==> config.mk <==
export PLATFORM = sky130hd
export DESIGN_NAME = pa_spsram_2048x32_ctrl_flat
export DESIGN_NICKNAME = d
export VERILOG_FILES = /design/src/rtl/pa_spsram_2048x32_ctrl_if.sv /design/src/rtl/pa_spsram_2048x32_ctrl.sv /design/src/flat_wrapper.sv
export SDC_FILE = /design/constraint.sdc
export NUM_CORES = 1
export LEC_CHECK = 0
export ABC_CLOCK_PERIOD_IN_PS = 2100
export CAP_MARGIN = 20
export CORE_MARGIN = 2
export CORE_UTILIZATION = 32
export DETAILED_ROUTE_END_ITERATION = 7
export PLACE_DENSITY = 0.85
export SLEW_MARGIN = 5
export SYNTH_ARGS = -nofsm -noshare
export SYNTH_HDL_FRONTEND = slang
export SYNTH_SLANG_ARGS = --single-unit
export TNS_END_PERCENT = 30
==> constraint.sdc <==
create_clock -name forever_cpuclk -period 2.1 [get_ports forever_cpuclk]
set_input_delay 0.42 -clock forever_cpuclk [delete_from_list [all_inputs] [get_ports forever_cpuclk]]
set_output_delay 0.42 -clock forever_cpuclk [all_outputs]
set_load 0.1 [all_outputs]
==> src/rtl/pa_spsram_2048x32_ctrl_if.sv <==
// Request/response bus between a requester and the 2048x32 single-port SRAM controller.
interface pa_spsram_2048x32_ctrl_if;
    logic        req_vld;
    logic        req_rdy;
    logic        req_wr;
    logic [10:0] req_addr;
    logic [31:0] req_wdata;
    logic [3:0]  req_be;
    logic        rsp_vld;
    logic        rsp_rdy;
    logic [31:0] rsp_rdata;

    modport master (
        output req_vld, req_wr, req_addr, req_wdata, req_be, rsp_rdy,
        input  req_rdy, rsp_vld, rsp_rdata
    );

    modport slave (
        input  req_vld, req_wr, req_addr, req_wdata, req_be, rsp_rdy,
        output req_rdy, rsp_vld, rsp_rdata
    );
endinterface

==> src/rtl/pa_spsram_2048x32_ctrl.sv <==
// Controller for a 2048x32 single-port SRAM with a 1-cycle read latency and a one-entry response hold.
// Optional macro PA_SPSRAM_CTRL_INIT_EN adds a post-reset pass that zero-fills the whole array.
module pa_spsram_2048x32_ctrl (
    input  logic                          forever_cpuclk,
    input  logic                          cpurst,
    pa_spsram_2048x32_ctrl_if.slave       bus,
    output logic [10:0]                   A,
    output logic                          CEN,
    output logic                          GWEN,
    output logic [31:0]                   WEN,
    output logic [31:0]                   D,
    input  logic [31:0]                   Q
);

`ifdef PA_SPSRAM_CTRL_INIT_EN
    typedef enum logic [1:0] {ST_INIT, ST_IDLE, ST_RDQ, ST_HOLD} state_t;
    logic [10:0] init_cnt;
`else
    typedef enum logic [1:0] {ST_IDLE, ST_RDQ, ST_HOLD} state_t;
`endif

    state_t      state;
    state_t      state_nxt;
    logic [31:0] hold_q;
    logic        rdy;
    logic        vld;
    logic [31:0] rdata;
    logic        accept;

    assign bus.req_rdy   = rdy;
    assign bus.rsp_vld   = vld;
    assign bus.rsp_rdata = rdata;

    always_ff @(posedge forever_cpuclk) begin
        if (cpurst) begin
`ifdef PA_SPSRAM_CTRL_INIT_EN
            state    <= ST_INIT;
            init_cnt <= '0;
`else
            state    <= ST_IDLE;
`endif
            hold_q   <= '0;
        end else begin
            state <= state_nxt;
            // Q is only valid in the RDQ cycle; park it when the consumer stalls.
            if (state == ST_RDQ && !bus.rsp_rdy)
                hold_q <= Q;
`ifdef PA_SPSRAM_CTRL_INIT_EN
            if (state == ST_INIT)
                init_cnt <= init_cnt + 11'd1;
`endif
        end
    end

    // All outputs are held at their idle values while reset is asserted.
    always_comb begin
        state_nxt = state;
        rdy       = 1'b0;
        vld       = 1'b0;
        rdata     = '0;
        accept    = 1'b0;
        CEN       = 1'b1;
        GWEN      = 1'b1;
        WEN       = '1;
        A         = '0;
        D         = '0;
        if (!cpurst) begin
            case (state)
`ifdef PA_SPSRAM_CTRL_INIT_EN
                ST_INIT: begin
                    CEN  = 1'b0;
                    GWEN = 1'b0;
                    WEN  = '0;
                    A    = init_cnt;
                    if (init_cnt == '1)
                        state_nxt = ST_IDLE;
                end
`endif
                ST_IDLE: begin
                    rdy = 1'b1;
                end
                ST_RDQ: begin
                    vld       = 1'b1;
                    rdata     = Q;
                    rdy       = bus.rsp_rdy;
                    state_nxt = bus.rsp_rdy ? ST_IDLE : ST_HOLD;
                end
                ST_HOLD: begin
                    vld   = 1'b1;
                    rdata = hold_q;
                    if (bus.rsp_rdy)
                        state_nxt = ST_IDLE;
                end
                default: begin
                    state_nxt = state;
                end
            endcase

            accept = bus.req_vld & rdy;
            if (accept) begin
                CEN  = 1'b0;
                A    = bus.req_addr;
                GWEN = ~bus.req_wr;
                D    = bus.req_wdata;
                if (bus.req_wr) begin
                    for (int unsigned i = 0; i < 4; i++)
                        WEN[8*i +: 8] = {8{~bus.req_be[i]}};
                end else begin
                    state_nxt = ST_RDQ;
                end
            end
        end
    end

endmodule

==> src/flat_wrapper.sv <==
// flat-port wrapper written by rule: the top's interface ports become plain ports
module pa_spsram_2048x32_ctrl_flat 
  (forever_cpuclk, cpurst, A, CEN, GWEN, WEN, D, Q, bus_req_vld, bus_req_wr, bus_req_addr, bus_req_wdata, bus_req_be, bus_rsp_rdy, bus_req_rdy, bus_rsp_vld, bus_rsp_rdata);
  pa_spsram_2048x32_ctrl_if bus_i ();
  input  logic forever_cpuclk;
  input  logic cpurst;
  output logic [10:0] A;
  output logic CEN;
  output logic GWEN;
  output logic [31:0] WEN;
  output logic [31:0] D;
  input  logic [31:0] Q;
  input wire logic [$bits(bus_i.req_vld)-1:0] bus_req_vld;
  input wire logic [$bits(bus_i.req_wr)-1:0] bus_req_wr;
  input wire logic [$bits(bus_i.req_addr)-1:0] bus_req_addr;
  input wire logic [$bits(bus_i.req_wdata)-1:0] bus_req_wdata;
  input wire logic [$bits(bus_i.req_be)-1:0] bus_req_be;
  input wire logic [$bits(bus_i.rsp_rdy)-1:0] bus_rsp_rdy;
  output wire logic [$bits(bus_i.req_rdy)-1:0] bus_req_rdy;
  output wire logic [$bits(bus_i.rsp_vld)-1:0] bus_rsp_vld;
  output wire logic [$bits(bus_i.rsp_rdata)-1:0] bus_rsp_rdata;
  assign bus_i.req_vld = bus_req_vld;
  assign bus_i.req_wr = bus_req_wr;
  assign bus_i.req_addr = bus_req_addr;
  assign bus_i.req_wdata = bus_req_wdata;
  assign bus_i.req_be = bus_req_be;
  assign bus_i.rsp_rdy = bus_rsp_rdy;
  assign bus_req_rdy = bus_i.req_rdy;
  assign bus_rsp_vld = bus_i.rsp_vld;
  assign bus_rsp_rdata = bus_i.rsp_rdata;
  pa_spsram_2048x32_ctrl u_core (.forever_cpuclk(forever_cpuclk), .cpurst(cpurst), .bus(bus_i), .A(A), .CEN(CEN), .GWEN(GWEN), .WEN(WEN), .D(D), .Q(Q));
endmodule
-- Word-level counts from Yosys, hierarchy flattened
Index checks and enable logic that the tools add are counted.
- word-level logic and storage cells: 37
- flip-flop bits (word level): 34
- bits of input ports: 84
- reduce and logical (&&, ||, !) cells: 4
- eq/ne operators: 2
- muxes and demuxes: 23
- bitwise logic cells: 6
- operators with widths (operator ; number):
    $mux 32 ; 6
    $pmux 32 s2 ; 1
    $mux 11 ; 2
    $mux 1 ; 8
    $mux 2 ; 4
    $not 1->1 ; 5
    $pmux 2 s2 ; 1
    $eq 2x1->1 const B ; 1
    $eq 2x2->1 const B ; 1
    $logic_not 2->1 ; 1
    $pmux 1 s2 ; 1
    $reduce_or 2->1 ; 1
    $and 1x1->1 ; 1
    $logic_and 1x1->1 ; 1
    $logic_not 1->1 ; 1

-- Logic depth before layout (Yosys ltp)
- depth after elaboration: 6
- gate-level depth with buffers: 9
- depth with buffers taken out: 5

-- Worst setup path before layout
OpenSTA, ideal clock, no wires.
- kind: register to output
- start: register u_core.state[1]
- end: output port WEN[10]
- required time: 1680 ps
- path buffers: 4
- stages on the path, launching flop included: 10
- data arrival time: 2609 ps
- slack: -929 ps
- cells stage by stage: dfxtp_1 > inv_1 > ha_1 > buf_4 > a21oi_4 > nor3b_4 > buf_6 > buf_8 > nand3_1 > buf_4
- word-level cells in the longest chain between the ends: 6
- elaborated cells on any way between the ends: 7
- those cells by class: eq/ne: 1; mux: 4; bitwise: 1; reduce/logical: 1
- ends and longest elaborated chain (item ; RTL line ; text):
    start: declaration ; pa_spsram_2048x32_ctrl.sv:22 ; state_t state;
    start signal: assignment ; pa_spsram_2048x32_ctrl.sv:44 ; state <= state_nxt;
    $eq 2x1->1 or $logic_not 2->1 (tied branches) ; pa_spsram_2048x32_ctrl.sv:68 ; case (state)
    $pmux 1 s2 (*) ; pa_spsram_2048x32_ctrl.sv:68 ;
    $mux 1 (*) ; pa_spsram_2048x32_ctrl.sv:67 ; if (!cpurst) begin
    $and 1x1->1 (*) ; pa_spsram_2048x32_ctrl.sv:99 ; accept = bus.req_vld & rdy;
    $mux 32 (*) ; pa_spsram_2048x32_ctrl.sv:100 ; if (accept) begin
    $mux 32 (*) ; pa_spsram_2048x32_ctrl.sv:67 ;
    end: declaration ; flat_wrapper.sv:10 ; output logic [31:0] WEN;
Mark *: on every way between the ends. The rest lies on a longest branch, timed or not. The select of a mux whose other input is x is not followed.

-- Worst setup path in the final report
- start: register u_core.state[0]
- end: output port A[10]
- word-level cells in the longest chain between the ends: 6
- elaborated cells on any way between the ends: 7
- those cells by class: eq/ne: 1; mux: 4; bitwise: 1; reduce/logical: 1
- ends and longest elaborated chain (item ; RTL line ; text):
    $eq 2x1->1 or $logic_not 2->1 (tied branches) ; pa_spsram_2048x32_ctrl.sv:68 ;
    $pmux 1 s2 (*) ; pa_spsram_2048x32_ctrl.sv:68 ;
    $mux 1 (*) ; pa_spsram_2048x32_ctrl.sv:67 ;
    $and 1x1->1 (*) ; pa_spsram_2048x32_ctrl.sv:99 ;
    $mux 11 (*) ; pa_spsram_2048x32_ctrl.sv:100 ;
    $mux 11 (*) ; pa_spsram_2048x32_ctrl.sv:67 ;
    end: declaration ; flat_wrapper.sv:7 ; output logic [10:0] A;
Marks and branches as above.

==> summary.json <==
{
  "seq_area_frac_synth": {"value": 30.1, "unit": "%"},
  "share_clk_of_total_power": {"value": 19.1, "unit": "%"},
  "count_of_unique_library_cells_instantiated_by_yosys": {"value": 23},
  "initialDrtViolationCount": {"value": 241},
  "yosys_warnings": {"value": 0},
  "tritoncts.num_buffers": {"value": 5},
  "finalCritPeriodShare": {"value": 112, "unit": "%"},
  "floorplan.initialDensity": {"value": 33.1, "unit": "%"},
  "run_status": {"value": "complete, but fails checks"},
  "die-height": {"value": 88.0, "unit": "microns"},
  "initial_antenna_violation_count": {"value": 5},
  "drc": {"value": 0},
  "violations": {"value": "negative setup slack"},
  "fin_hold_ws": {"value": 0.456, "unit": "ns"},
  "grt.total_usage": {"value": 30.2, "unit": "%"},
  "mostFrequentLayoutCell": {"value": "sky130_fd_sc_hd__buf_12"},
  "insertion_delay": {"value": 0.28, "unit": "ns"},
  "final_antenna_net_count": {"value": 0},
  "rr_worst_depth": {"value": 7},
  "synth-async-reset-ratio": {"value": 0, "unit": "%"},
  "power.internal": {"value": 1.41, "unit": "mW"},
  "timing.slew.headroom": {"value": 73.3, "unit": "%"},
  "fin_nets": {"value": 576},
  "core.rowCount": {"value": 30},
  "power.sequential.fraction": {"value": 28.4, "unit": "%"},
  "critical_path.slowest_cell": {"value": "sky130_fd_sc_hd__dfxtp_2"},
  "postSynth.topFlopCell": {"value": "sky130_fd_sc_hd__dfxtp_1"},
  "timing.critical_path.cells": {"value": "buf_12 > ha_4 > a21oi_4 > nor3b_4 > buf_4 > bufbuf_16 > and2_4 > buf_12"},
  "highest_clock_frequency_the_design_can_meet": {"value": 425, "unit": "MHz"},
  "detail_route.first_pass.iterations": {"value": 4},
  "share_comb_of_total_power": {"value": 52.5, "unit": "%"},
  "h-tree-depth": {"value": 2},
  "routed_wirelength": {"value": 13400, "unit": "microns"},
  "cts-root-buf": {"value": "sky130_fd_sc_hd__clkbuf_8"},
  "hold_class": {"value": "register to register"},
  "floorplan.die.width": {"value": 88.0, "unit": "microns"},
  "r2r-start": {"value": "u_core.state[0]$_SDFF_PP0_"},
  "overflow": {"value": 0},
  "post_route_cells_drive_above_1_share": {"value": 45.6, "unit": "%"},
  "timing_max_transition_violations_final": {"value": 0},
  "rsz0062_at_grt": {"value": "true"},
  "timing.max_cap.violations": {"value": 0},
  "clkSinkCount": {"value": 34},
  "power.switching_fraction": {"value": 41.3, "unit": "%"},
  "synth_area_per_cell": {"value": 7.06, "unit": "sq um"},
  "vias_per_cell": {"value": 5.24},
  "setup-violations-final": {"value": 109},
  "first_global_vias": {"value": 3137},
  "synth_area_leader_cell": {"value": "sky130_fd_sc_hd__dfxtp_1"},
  "netSwitchingPower": {"value": 0.989, "unit": "mW"},
  "layout_min_cycle_time": {"value": 2.35, "unit": "ns"},
  "routedWlPerCell": {"value": 22.7, "unit": "microns"},
  "via_count": {"value": 3098},
  "cellPowerDensity": {"value": 418, "unit": "nW/um^2"},
  "synthesized_flop_and_latch_total": {"value": 34},
  "synth_enable_flop_cells": {"value": 0},
  "cts.clk_slew.worst_paths": {"value": 0.07, "unit": "ns"},
  "r2r_end": {"value": "u_core.state[1]$_SDFF_PP0_"},
  "cp-start-kind": {"value": "register"},
  "postLayoutSetupSlackWorst": {"value": -0.254, "unit": "ns"},
  "pin_count_of_the_biggest_net_entering_global_routing": {"value": 41},
  "postSynthNetCount": {"value": 407},
  "cellLeakagePower": {"value": 2.18, "unit": "nW"},
  "worst-path-max-fanout": {"value": 4},
  "core": {"value": 6830, "unit": "sq um"},
  "path_common_cell": {"value": "sky130_fd_sc_hd__buf_12"},
  "areaGrowthSynthToFinish": {"value": 154, "unit": "%"},
  "final_cell_mix": {"value": "sky130_fd_sc_hd__buf_12, sky130_fd_sc_hd__clkdlybuf4s50_1, sky130_fd_sc_hd__nand2_1"},
  "area_share_of_the_largest_cell_type_after_synthesis": {"value": 30.1, "unit": "%"},
  "yosys-top-cells-area": {"value": "sky130_fd_sc_hd__dfxtp_1, sky130_fd_sc_hd__and2_1, sky130_fd_sc_hd__nand2_1, sky130_fd_sc_hd__a22oi_1, sky130_fd_sc_hd__buf_4"},
  "worstPathArrival": {"value": 1.93, "unit": "ns"},
  "skew": {"value": 0.00698, "unit": "ns"},
  "reg2reg_slack": {"value": 0.13, "unit": "ns"},
  "cp_slowest_stage_delay": {"value": 0.37, "unit": "ns"},
  "hold_depth": {"value": 2},
  "cts-root-to-sink-buffers": {"value": 2},
  "finalHoldViolations": {"value": 0},
  "die_area": {"value": 7750, "unit": "sq um"},
  "critical_path_required": {"value": 1.68, "unit": "ns"},
  "path_class": {"value": "register to output port"},
  "total_half_perimeter_wirelength_after_legalization_and_detailed_placement": {"value": 8730, "unit": "microns"},
  "worstMarginPinSlew": {"value": 0.401, "unit": "ns"},
  "grt_first_pass_wirelength": {"value": 17500, "unit": "microns"},
  "critical_path.endpoint_type": {"value": "output port"},
  "cts_tree": {"value": "built"},
  "timing.hold.worst.start": {"value": "u_core.hold_q[15]$_SDFFE_PP0P_"},
  "netlist_area": {"value": 2260, "unit": "sq um"},
  "replace_congestion": {"value": 0.851},
  "worst_hold_path.endpoint": {"value": "u_core.hold_q[15]$_SDFFE_PP0P_"},
  "portBuffers": {"value": 194},
  "io-pin-count": {"value": 195},
  "place_ws": {"value": -0.358, "unit": "ns"},
  "synthCells": {"value": 320},
  "ir_drop": {"value": 410, "unit": "uV"}
}
==> cell type report <==
cell class                 count  area, sq um
antenna                        6         15.0
inverter                       5         21.3
clock inverter                 1         7.51
clock buffer                   6         72.6
sequential                    34          683
tap                           96          120
multi-input combinational    225         1450
fill                         310         1090
timing repair buffer         218         3370
==> registers in the layout (all words and copies together) (netlist names) <==
| signal | cells |
|---|---|
| u_core.state | 2 |
| u_core.hold_q | 32 |
==> timing repair <==
action                     in CTS  in global routing
pin swaps                       4                  0
setup endpoints to repair     110                109
buffers inserted                5                  1
gates resized for setup        32                  8
hold buffers                    0                  0
cloned                          1                  1
==> power groups by stage <==
stage / sequential, mW / combinational (mW) / clock (mW)
final: 0.680 / 1.26 / 0.458
after global routing: 0.681 / 1.29 / 0.496
after CTS: 0.678 / 1.21 / 0.462
after detailed placement: 0.693 / 1.16 / 0
after global placement: 0.691 / 1.14 / 0
after floorplan: 0.690 / 0.684 / 0
==> cells in the mapped netlist, types with 3 or more instances <==
cell type	number
sky130_fd_sc_hd__a21oi_1	33
sky130_fd_sc_hd__a22oi_1	32
sky130_fd_sc_hd__and2_1	43
sky130_fd_sc_hd__buf_2	8
sky130_fd_sc_hd__buf_4	32
sky130_fd_sc_hd__clkbuf_1	11
sky130_fd_sc_hd__clkbuf_2	3
sky130_fd_sc_hd__dfxtp_1	34
sky130_fd_sc_hd__ha_1	3
sky130_fd_sc_hd__inv_1	5
sky130_fd_sc_hd__nand2_1	66
sky130_fd_sc_hd__nand3_1	4
sky130_fd_sc_hd__nor2_1	33
==> worst max-delay path by stage <==
stage	start	to	slack (ns)	depth (start not counted)
2_1_floorplan	u_core.state[1]$_SDFF_PP0_	D[27]	-0.27	8
3_3_place_gp	bus_rsp_rdy	WEN[26]	-0.28	6
3_5_place_dp	bus_rsp_rdy	WEN[1]	-0.36	6
4_1_cts	u_core.state[0]$_SDFF_PP0_	WEN[9]	-0.18	8
5_1_grt	u_core.state[0]$_SDFF_PP0_	A[10]	-0.31	8
6_report	u_core.state[0]$_SDFF_PP0_	A[10]	-0.25	8
==> routing by layer <==
metal	vias to the layer above	GRT usage [%]	share of wire, %
met2	206	53.7	52
met3	67	7.82	8.1
met1	1462	30.0	32
met4	0	22.9	7.4
li1	1363	-	-
met5	-	0	0
==> metrics by stage <==
step | utilization (%) | instances | setup TNS [ns] | instance area [sq um] | total power, mW
2_1_floorplan | - | 320 | -21.66 | 2600 | 1.37
3_3_place_gp | 79.4 | 571 | -22.14 | 5430 | 1.83
3_5_place_dp | 79.4 | 571 | -27.07 | 5430 | 1.86
4_1_cts | 83.0 | 584 | -12.40 | 5670 | 2.35
5_1_grt | 84.0 | 591 | -22.84 | 5740 | 2.47
6_report | 84.0 | 591 | -17.01 | 5740 | 2.40
==> cell families (layout without fill, tap and decap cells) <==
kind of cell / Yosys count / count (layout) / synth area share, %
other: 0 / 6 / 0
DFF: 34 / 34 / 30.1
and+or+nand+nor: 153 / 153 / 31.9
AOI/OAI and AO/OA: 69 / 69 / 19.4
buffers and inverters: 61 / 230 / 16.9
adders and majority gates: 3 / 3 / 1.66
==> critical path, delay by kind of cell (launching register included) <==
kind,cells,cell delay [ns]
buf+inv,4,0.74
flops,1,0.37
fa+ha+maj,1,0.13
simple gates,2,0.33
compound gates,1,0.06
(Power assumes the default switching activity.)
